## src/rtl/bcd_pkg.sv

```systemverilog
// -----------------------------------------------------------------------------
// bcd_pkg
// Shared types and constants for the sequential binary-to-BCD converter.
//   state_t         : converter FSM states (IDLE, SHIFT)
//   BCD_ADJ_THRESH  : digit value at or above which the +3 adjust applies
//   BCD_ADJ_ADD     : amount added by the adjust step
//   DEF_WIDTH       : default binary input width (also the iteration count)
//   DEF_DIGITS      : default number of BCD digits produced
//   DEF_CNT_W       : iteration counter width for the default input width
// -----------------------------------------------------------------------------
package bcd_pkg;

  typedef enum logic {
    IDLE  = 1'b0,
    SHIFT = 1'b1
  } state_t;

  localparam logic [3:0] BCD_ADJ_THRESH = 4'd5;
  localparam logic [3:0] BCD_ADJ_ADD    = 4'd3;

  localparam int DEF_WIDTH  = 32;
  localparam int DEF_DIGITS = 3;
  localparam int DEF_CNT_W  = $clog2(DEF_WIDTH);

endpackage : bcd_pkg

```

## src/rtl/bcd_digit_adj.sv

```systemverilog
// -----------------------------------------------------------------------------
// bcd_digit_adj
// Combinational double-dabble digit correction: a BCD digit of 5 or more gets
// +3 so that the following left shift carries correctly into the next digit.
//   d_i : working BCD digit before the shift
//   d_o : adjusted digit
// -----------------------------------------------------------------------------
module bcd_digit_adj
  import bcd_pkg::*;
(
  input  logic [3:0] d_i,
  output logic [3:0] d_o
);

  // Working digits never exceed 9 before adjustment, so the 4-bit sum
  // cannot wrap.
  assign d_o = (d_i >= BCD_ADJ_THRESH) ? (d_i + BCD_ADJ_ADD) : d_i;

endmodule : bcd_digit_adj

```

## src/rtl/bin_to_bcd_seq.sv

```systemverilog
// -----------------------------------------------------------------------------
// bin_to_bcd_seq
// Sequential binary-to-BCD converter (shift-and-add-3), one input bit per
// clock. Produces the low DIGITS decimal digits of the value plus an overflow
// flag when the value does not fit in DIGITS digits.
//   clk     : system clock, rising edge
//   reset   : asynchronous, active-high
//   data_in : unsigned value, captured on an accepted load
//   load    : conversion request, accepted only while idle
//   ready   : idle and able to accept load
//   busy    : conversion in progress
//   done    : one-cycle pulse, digits/ovf updated on this edge
//   digits  : packed BCD result, [3:0] = units
//   ovf     : last converted value was >= 10^DIGITS
// -----------------------------------------------------------------------------
module bin_to_bcd_seq
  import bcd_pkg::*;
#(
  parameter int WIDTH  = DEF_WIDTH,
  parameter int DIGITS = DEF_DIGITS
) (
  input  logic                  clk,
  input  logic                  reset,
  input  logic [WIDTH-1:0]      data_in,
  input  logic                  load,
  output logic                  ready,
  output logic                  busy,
  output logic                  done,
  output logic [4*DIGITS-1:0]   digits,
  output logic                  ovf
);

  localparam int BCD_W = 4 * DIGITS;
  localparam int CNT_W = (WIDTH > 1) ? $clog2(WIDTH) : 1;

  state_t             state_q, state_d;
  logic [CNT_W-1:0]   cnt_q, cnt_d;
  logic [WIDTH-1:0]   shift_q, shift_d;
  logic [BCD_W-1:0]   bcd_q, bcd_d;
  logic               sticky_q, sticky_d;
  logic [BCD_W-1:0]   digits_q, digits_d;
  logic               ovf_q, ovf_d;
  logic               done_q, done_d;

  logic [BCD_W-1:0]   bcd_adj;
  logic [BCD_W-1:0]   bcd_shifted;
  logic [WIDTH-1:0]   shift_shifted;
  logic               carry_out;

  for (genvar g = 0; g < DIGITS; g++) begin : g_adj
    bcd_digit_adj u_adj (
      .d_i (bcd_q[4*g +: 4]),
      .d_o (bcd_adj[4*g +: 4])
    );
  end

  // One double-dabble iteration: shift {adjusted BCD, binary} left by one.
  // The bit leaving the top digit is the only evidence that the value does
  // not fit in DIGITS digits.
  assign {carry_out, bcd_shifted, shift_shifted} = {bcd_adj, shift_q, 1'b0};

  // NOTE: every _d is defaulted to its _q before the case so that no path
  // leaves a variable unassigned, which would otherwise infer a latch.
  always_comb begin
    state_d  = state_q;
    cnt_d    = cnt_q;
    shift_d  = shift_q;
    bcd_d    = bcd_q;
    sticky_d = sticky_q;
    digits_d = digits_q;
    ovf_d    = ovf_q;
    done_d   = 1'b0;

    unique case (state_q)
      IDLE: begin
        if (load) begin
          shift_d  = data_in;
          bcd_d    = '0;
          sticky_d = 1'b0;
          cnt_d    = CNT_W'(WIDTH - 1);
          state_d  = SHIFT;
        end
      end
      SHIFT: begin
        bcd_d    = bcd_shifted;
        shift_d  = shift_shifted;
        sticky_d = sticky_q | carry_out;
        cnt_d    = cnt_q - CNT_W'(1);
        // Last iteration: publish the result on the same edge.
        if (cnt_q == '0) begin
          cnt_d    = '0;
          digits_d = bcd_shifted;
          ovf_d    = sticky_q | carry_out;
          done_d   = 1'b1;
          state_d  = IDLE;
        end
      end
      default: state_d = IDLE;
    endcase
  end

  // NOTE: state updates use non-blocking assignments so every register
  // samples the pre-edge value of every other register.
  // NOTE: the working shift/BCD registers are reset too, not just the
  // control state, so an aborted conversion leaves nothing stale behind.
  always_ff @(posedge clk or posedge reset) begin
    if (reset) begin
      state_q  <= IDLE;
      cnt_q    <= '0;
      shift_q  <= '0;
      bcd_q    <= '0;
      sticky_q <= 1'b0;
      digits_q <= '0;
      ovf_q    <= 1'b0;
      done_q   <= 1'b0;
    end else begin
      state_q  <= state_d;
      cnt_q    <= cnt_d;
      shift_q  <= shift_d;
      bcd_q    <= bcd_d;
      sticky_q <= sticky_d;
      digits_q <= digits_d;
      ovf_q    <= ovf_d;
      done_q   <= done_d;
    end
  end

  assign ready  = (state_q == IDLE);
  assign busy   = (state_q == SHIFT);
  assign done   = done_q;
  assign digits = digits_q;
  assign ovf    = ovf_q;

endmodule : bin_to_bcd_seq

```

## config.mk

```make
export PLATFORM = sky130hd
export DESIGN_NAME = bin_to_bcd_seq
export DESIGN_NICKNAME = d
export VERILOG_FILES = /design/src/rtl/bcd_pkg.sv /design/src/rtl/bcd_digit_adj.sv /design/src/rtl/bin_to_bcd_seq.sv
export SDC_FILE = /design/constraint.sdc
export NUM_CORES = 1
export LEC_CHECK = 0
export BUFFER_PORTS_ARGS = -buffer_cell sky130_fd_sc_hd__buf_2
export CAP_MARGIN = 15
export CORE_ASPECT_RATIO = 0.8
export CORE_MARGIN = 2
export CORE_UTILIZATION = 35
export DETAILED_ROUTE_END_ITERATION = 7
export PLACE_DENSITY = 0.59
export RECOVER_POWER = 100
export SLEW_MARGIN = 20
export SYNTH_ARGS = -nofsm -noshare
export SYNTH_HDL_FRONTEND = slang
export SYNTH_HIERARCHICAL = 1
export SYNTH_SLANG_ARGS = --single-unit
```

## constraint.sdc

```tcl
create_clock -name clk -period 2.7 [get_ports clk]
set_input_delay 0.135 -clock clk [delete_from_list [all_inputs] [get_ports clk]]
set_output_delay 0.135 -clock clk [all_outputs]
set_load 0.02 [all_outputs]
```

# Word level (Yosys, flattened, before mapping)

Index checks and enable logic that the tools add are counted.

Bits of input ports: 35
Memories kept: 0
Bits in writable memories: 0
Bits in latches: 0
Register bits after elaboration: 65
Logic and storage cells: 37
Memory bits (read-only): 0
Output and inout port bits: 16

Eq/ne operators: 1
$mul: 0
Multiplexer cells: 17
Shifts and indexed selects: 0
$add $sub $neg: 4
Bitwise operators: 2
Reduce and logical (&&, ||, !) cells: 2
Div/mod/pow operators: 0
Order comparisons: 3

Operator list:

| cell                                                                  | number |
|---|---|
| 32-bit case mux with 2 select lines                                   | 1 |
| 32-bit 2-to-1 mux                                                     | 1 |
| 12-bit case mux with 2 select lines                                   | 1 |
| 4-bit by 2-bit adder with 4-bit output, second input constant         | 3 |
| 4-bit by 3-bit >= comparator with 1-bit output, second input constant | 3 |
| 12-bit 2-to-1 mux                                                     | 1 |
| 4-bit 2-to-1 mux                                                      | 3 |
| 5-bit 2-to-1 mux                                                      | 2 |
| 5-bit case mux with 2 select lines                                    | 1 |
| 5-bit zero test                                                       | 1 |
| 1-bit 2-to-1 mux                                                      | 5 |
| 5-bit by 1-bit subtractor with 5-bit output, second input constant    | 1 |
| 1-bit case mux with 2 select lines                                    | 2 |
| 2-bit != test, second input constant                                  | 1 |
| 2-bit AND reduction                                                   | 1 |
| 1-bit inverter                                                        | 1 |
| 1-bit OR                                                              | 1 |

# Longest topological paths before layout

Gate-level depths: netlist of run 1.

Word-level depth: 4
Depth in mapped cells: 7
Mapped depth without buffers: 7

# Hierarchy

The synthesis of run 1 kept the hierarchy.

By module, submodules not included:

| module         | cells an instance | instances | area an instance (µm²) | seq. area each (µm²) |
|---|---|---|---|---|
| bin_to_bcd_seq | 254               | 1         | 2808.9                 | 1626.6 |
| bcd_digit_adj  | 16                | 3         | 101.3                  | 0.0 |

# Worst setup path after synthesis of run 1

Ideal clock, no wire load.

Kind: register to register
Start: reg cnt_q[0]
End: reg digits_q[10], in the netlist digits[10]
Setup slack: 752 ps
Cell stages (with the launch flop): 8
Required time: 2575 ps
Clock period less this slack: 1948 ps
Library setup time: 125 ps
Arrival: 1823 ps
Buffers on the path: 1
Cell sequence: dfrtp_1 > inv_1 > ha_1 > or3b_1 > or3_1 > buf_6 > inv_8 > mux2_4

Longest elaborated chain between the ends: 2

RTL lines:

| element                              | line                  | source |
|---|---|---|
| start, declared                      | bin_to_bcd_seq.sv:37  | `logic [CNT_W-1:0] cnt_q, cnt_d;` |
| start signal, assigned               | bin_to_bcd_seq.sv:118 | `cnt_q <= cnt_d;` |
| 5-bit zero test                      | bin_to_bcd_seq.sv:90  | `if (cnt_q == '0) begin` |
| 2-bit AND reduction (no source line) | --                    |  |
| end signal, assigned                 | bin_to_bcd_seq.sv:122 | `digits_q <= digits_d;` |
| end, declared                        | bin_to_bcd_seq.sv:41  | `logic [BCD_W-1:0] digits_q, digits_d;` |

No other way between the ends.
A chain may end at the register's enable or synchronous reset.

# Final worst setup path of run 1

Start: reg cnt_q[0]
End: reg digits_q[6], in the netlist digits[6]

The elaborated chain is that of the path after synthesis.

==> results of run 1 <==
routing by layer:
layer	track usage (%)	vias up
met5	0	-
met4	4.373	0
met3	5.228	7
met2	20.43	50
met1	19.61	1052
li1	-	1113
worst max-delay path: cells and delay by family (launching register included):
kind	cells	cell delay, ns
simple gates	2	0.90
flops	1	0.41
mux	1	0.34
buf+inv	2	0.25
fa+ha+maj	1	0.18
synth_stat cells:
| master | count | share of area, % |
|---|---|---|
| buf_6 | 1 | 0.36 |
| nor3_1 | 1 | 0.16 |
| inv_1 | 11 | 1.3 |
| or2_2 | 1 | 0.20 |
| dfrtp_1 | 65 | 52 |
| nand2_1 | 67 | 8.1 |
| mux2_4 | 13 | 6.3 |
| or3b_1 | 1 | 0.28 |
| o21ai_0 | 47 | 7.6 |
| mux2i_1 | 35 | 11 |
| or3_1 | 1 | 0.20 |
| clkbuf_1 | 12 | 1.4 |
| buf_2 | 3 | 0.48 |
| nor4_1 | 1 | 0.20 |
| inv_8 | 1 | 0.36 |
| or4_1 | 1 | 0.24 |
| xnor2_1 | 3 | 0.84 |
| buf_1 | 1 | 0.12 |
| a21oi_1 | 2 | 0.32 |
| a211oi_1 | 1 | 0.24 |
| o21ai_1 | 3 | 0.48 |
| nand2b_1 | 7 | 1.4 |
| o22ai_1 | 2 | 0.40 |
| a21oi_2 | 3 | 0.84 |
| ha_1 | 7 | 2.8 |
| nor2_1 | 9 | 1.1 |
| nor2b_1 | 1 | 0.20 |
| a22o_1 | 2 | 0.56 |
cells in the final DEF (no fill, tap or decap):
master / n
a211oi_1: 1
a21oi_1: 5
a22o_1: 2
buf_12: 1
buf_2: 35
buf_4: 1
clkbuf_1: 18
clkbuf_2: 1
clkbuf_8: 11
clkinv_2: 3
dfrtp_1: 64
dfrtp_2: 1
dlygate4sd3_1: 1
ha_1: 7
inv_1: 11
inv_8: 1
mux2_1: 13
mux2i_1: 35
nand2_1: 67
nand2b_1: 7
nor2_1: 9
nor2b_1: 1
nor3_1: 1
nor4_1: 1
o21ai_0: 48
o21ai_1: 2
o22ai_1: 2
or2_2: 1
or3_1: 1
or3b_1: 1
or4_1: 1
xnor2_1: 3
report_power, final:
group / total (W) / internal, W / leakage [nW] / switching [W]
sequential: 0.00172 / 0.00142 / 0.819 / 0.000300
combinational: 0.00147 / 0.000590 / 0.825 / 0.000880
clock: 0.000738 / 0.000380 / 0.0932 / 0.000358
cell families after synthesis:
group	count (synthesis)	synth area share, %
flip-flops	65	52.25
adder cells (fa/ha/maj)	7	2.813
AO/OA/AOI/OAI	60	10.41
buffers and inverters	29	4.099
XOR/XNOR	3	0.8442
multiplexers	48	17.52
AND/OR/NAND/NOR	90	12.06
area by class of cell:
type                            count  area, µm²
Fill cell                         886       4987
Tap cell                          112      140.1
Sequential cell                    65       1628
Timing Repair Buffer               55      277.8
Clock inverter                      3      15.01
Inverter                           12      52.55
Multi-Input combinational cell    208       1299
Clock buffer                       13      158.9
worst paths after layout:
| path | start | endpoint | slack (ns) | cells after the start |
|---|---|---|---|---|
| max | cnt_q[0] | digits[6] | 0.50 | 6 |
| min | data_in[0] | shift_q[0] | 0.05 | 3 |
| max reg2reg | cnt_q[0] | digits[6] | 0.50 | 6 |
| min reg2reg | shift_q[10] | shift_q[11] | 0.48 | 2 |
| max in group asynchronous | reset | busy | 0.70 | 4 |
| min in group asynchronous | reset | shift_q[30] | 0.91 | 4 |
registers in the layout, summed over array words and instances (netlist names):
register and count:
ovf 1, cnt_q 5, sticky_q 1, bcd_q 12
shift_q 32, done 1, digits 12, busy 1
what timing repair did:
| item | 4_1_cts | 5_1_grt |
|---|---|---|
| hold endpoints to repair | 65 | 0 |
| hold buffers | 1 | 0 |
| setup endpoints to repair | 0 | 0 |
per-stage QoR:
step	hold slack, ns	utilization [%]	power (W)	cell area (µm²)
final	0.04776	41.73	0.003923	3571
after detailed placement	0.2407	40.72	0.003397	3485
after CTS	0.02723	42.87	0.004160	3669
after floorplan	0.2914	-	0.002956	3113
after global routing	0.03856	41.73	0.004306	3571
after global placement	0.2382	40.72	0.003335	3485
==> out/results.ini, run 1 <==
[drt]
route.vias.total=2222
wl_met3_um=386
ant_nets=0
drc_errors=0
wl_met1_um=3091
via_per_inst=4.748
dr_wl_met2_um=2653
top_layer=met4
dr.pass1.iters=4
wl_per_cell_um=13.21
drt_wl_total_um=6183
drt-initial-drc-count=71

[global_routing]
grt_pass1_wl_um=10510
grt_use_total_pct=14.08
antenna_found_initial=0
overflow=0
grt_pass1_vias=2157
grt_max_degree=86

[timing]
relSlewSlack_pct=-9.126
layout_min_cycle_time_ns=2.197
worst_pin_slew_ns=1.637
fin_skew_ns=0.008882
period_share_pct=81.36
setup_viol=0
hold_viol_final=0
fin_tns_setup_ns=0
fmax_mhz=455.3
final.setup.worst_slack_ns=0.5034
slew_viol_final=66
rsz0062_at_grt=no

[power_and_ir_drop]
cellLeakagePower_nw=1.737
ir_worst_vdd_mv=0.3570
powerDensity_nw_per_um2=1099

[synth]
netlist_instances=302
synth_area_um2=3113
syn_avg_cell_area_um2=10.31
yosysSeqAreaShare_pct=52.25
syn_nets=344
synth_seq_cells=65
yosysWarnings=6
synth_cell_type_count=28

[clocking]
path_clk_slew_ns=0.07
cts_buffer_depth=2
cts_tree=done
clock_sinks=65
cts_buffers=9
htreeDepth=3
post_cts.repair.setup_buffers=0
insertion_delay_ns=0.33
root_buffer=clkbuf_8
cts_resized=0

[job]
drv_cap=1

[critical_path]
worstSetupPathType=reg -> reg
crit_slowest_cell=or3_1
path_max_fanout=10
cp-start-kind=register
worstPathRequired_ns=2.91
arrival_ns=2.40
cpPeakStageDelay_ns=0.52
crit_chain=inv_1 -> ha_1 -> or3b_1 -> or3_1 -> inv_8 -> mux2_1
endpoint_kind=register

[finish]
drive_gt1_share_pct=15.45
diodes=0
fin_cells=468
nets=393
area_delta_synth_final_pct=14.71

[run_status]
status=complete, but fails checks
failed_checks=capacitance limit, slew limit

[floorplan]
die_w_um=109.4
coreArea_um2=8558
dieHeight_um=88.36
rows=30
io_pins=51
start_util_pct=36.37
dieArea_um2=9670

[placement]
dp.cells=451
place.port_buffers=50
pre_cts_ws_ns=0.4561
dp_hpwl_um=4011
place.gp.congestion=0.7511

[hold_path]
hp-class=in -> reg

Power figures use the tool's default switching activity.
==> run 2, diff against run 1 <==
Clock period 2.7 ns to 2.1 ns, I/O delays scaled along.
==> out/results.ini, run 2 (synthesis gave the netlist of run 1 again) <==
[clocking]
cts_tree=done  ; unchanged
insertion_delay_ns=0.34  ; was 0.33 ns
cts_buffers=9  ; unchanged
cts_buffer_depth=2  ; unchanged
clock_sinks=65  ; unchanged
root_buffer=clkbuf_8  ; unchanged
post_cts.repair.setup_buffers=0  ; unchanged
path_clk_slew_ns=0.07  ; about the same
htreeDepth=3  ; unchanged

[timing]
worst_pin_slew_ns=1.022  ; was 1.637 ns
hold_viol_final=0  ; unchanged
rsz0062_at_grt=no  ; unchanged
relSlewSlack_pct=31.79  ; was -9.126%
fin_tns_setup_ns=0  ; unchanged
final.setup.worst_slack_ns=0.1247  ; was 0.5034 ns
setup_viol=0  ; unchanged
slew_viol_final=0  ; was 66
fmax_mhz=506.3  ; was 455.3 MHz
period_share_pct=94.06  ; was 81.36%
fin_skew_ns=0.005078  ; was 0.008882 ns
layout_min_cycle_time_ns=1.975  ; was 2.197 ns

[finish]
fillers=882  ; was 886
nets=399  ; was 393
fin_cells=471  ; was 468
multiInputGateArea_um2=1323  ; was 1299 µm²
final_util_pct=42.82  ; was 41.73%
final_common_cell=nand2_1  ; unchanged
final_cell_mix=nand2_1, dfrtp_1, o21ai_0  ; unchanged
largest_reg_flops=32  ; unchanged
area_delta_synth_final_pct=17.72  ; was 14.71%
regArea_um2=1628  ; unchanged
largest_register=shift_q  ; unchanged
diodes=0  ; unchanged
final_cell_area_um2=3665  ; was 3571 µm²
drive_gt1_share_pct=17.83  ; was 15.45%

[critical_path]
reg2reg_depth=6  ; unchanged
worstSetupPathType=reg -> reg  ; unchanged
endpoint_kind=register  ; unchanged
r2r_start=cnt_q[0]  ; unchanged
path_max_fanout=6  ; was 10
worstPathRequired_ns=2.32  ; was 2.91 ns
cp-startpoint=cnt_q[0]  ; unchanged
cp-start-kind=register  ; unchanged
arrival_ns=2.20  ; was 2.40 ns

[floorplan]
start_util_pct=36.37  ; unchanged
io_pins=51  ; unchanged
die_w_um=109.4  ; unchanged
dieArea_um2=9670  ; unchanged
rows=30  ; unchanged
dieHeight_um=88.36  ; unchanged
coreArea_um2=8558  ; unchanged

[power_and_ir_drop]
p_sw_w=0.001973  ; was 0.001537 W
p_seq_share_pct=42.6  ; was 43.7%
ir_worst_vdd_mv=0.5424  ; was 0.3570 mV
powerDensity_nw_per_um2=1407  ; was 1099 nW/µm²
p_sw_share_pct=38.28  ; was 39.19%
cellInternalPower_w=0.003182  ; was 0.002385 W
combPwrFrac_pct=39.2  ; was 37.5%
cellLeakagePower_nw=1.792  ; was 1.737 nW
pwr-share-clk_pct=18.2  ; was 18.8%

[drt]
wl_per_cell_um=13.12  ; was 13.21 µm
drc_errors=0  ; unchanged
via_per_inst=4.756  ; was 4.748
drt_wl_total_um=6179  ; was 6183 µm
ant_nets=0  ; unchanged
dr.pass1.iters=4  ; unchanged
route.vias.total=2240  ; was 2,222
drt-initial-drc-count=114  ; was 71

[placement]
placed_cell_area_um2=3535  ; was 3485 µm²
dp_hpwl_um=4281  ; was 4011 µm
pre_cts_ws_ns=0.07016  ; was 0.4561 ns
place.gp.congestion=0.8123  ; was 0.7511
place.port_buffers=50  ; unchanged
dp.cells=456  ; was 451

[global_routing]
grt_use_total_pct=14.38  ; was 14.08%
antenna_found_initial=0  ; unchanged
overflow=0  ; unchanged
grt_pass1_wl_um=10590  ; was 10,510 µm
grt_pass1_vias=2194  ; was 2,157
grt_max_degree=46  ; was 86

[hold_path]
min_from=data_in[22]  ; was data_in[0]
hp-class=in -> reg  ; unchanged
hold_depth=3  ; unchanged

[job]
drv_cap=0  ; was 1

[run_status]
status=complete, no violations  ; was complete, but fails checks

run 2: metal layers:
metal	part of all wire, %	track usage [%]
met5	0	0
met3	6.7	7.143
met1	49	19.03
met4	0.34	3.452
met2	44	21.21
run 2: worst max-delay path, cell delays in order, from the launching register on:
cell	delay, ns
dfrtp_1	0.38
inv_1	0.06
ha_1	0.16
or3b_1	0.38
or3_4	0.38
buf_4	0.19
mux2_1	0.31
run 2: cell type report:
cell class | instances | share of cell area (%)
clock buffers | 13 | 4.609
inverters | 12 | 1.434
multi-input cells | 208 | 36.09
flip-flops and latches | 65 | 44.42
well taps | 112 | 3.824
repair buffers | 61 | 9.628
run 2: worst paths after layout:
kind                               end  slack [ns]
max                          digits[2]        0.12
min                        shift_q[22]        0.05
max reg2reg                  digits[2]        0.12
min reg2reg                shift_q[24]        0.48
max in group asynchronous         busy        0.78
min in group asynchronous  shift_q[21]        0.56
run 2: repair_timing:
action	in CTS	in global routing
endpoints found under the setup margin	0	6
hold buffers	2	0
resized for setup	0	1
hold endpoints to repair	26	0
run 2: metrics by stage:
step | hold slack [ns] | total power, W
floorplan | 0.2614 | 0.003801
global placement | 0.1998 | 0.004349
detailed placement | 0.1977 | 0.004427
CTS | 0.03056 | 0.005403
global route | 0.03501 | 0.005659
finish | 0.05058 | 0.005155
run 2: power groups by stage:
stage          sequential, W  combinational (W)  clock, W
2_1_floorplan        0.00229            0.00151         0
3_3_place_gp         0.00221            0.00214         0
3_5_place_dp         0.00222            0.00221         0
4_1_cts              0.00221            0.00221  0.000986
5_1_grt              0.00228            0.00234   0.00104
6_report             0.00220            0.00202  0.000938
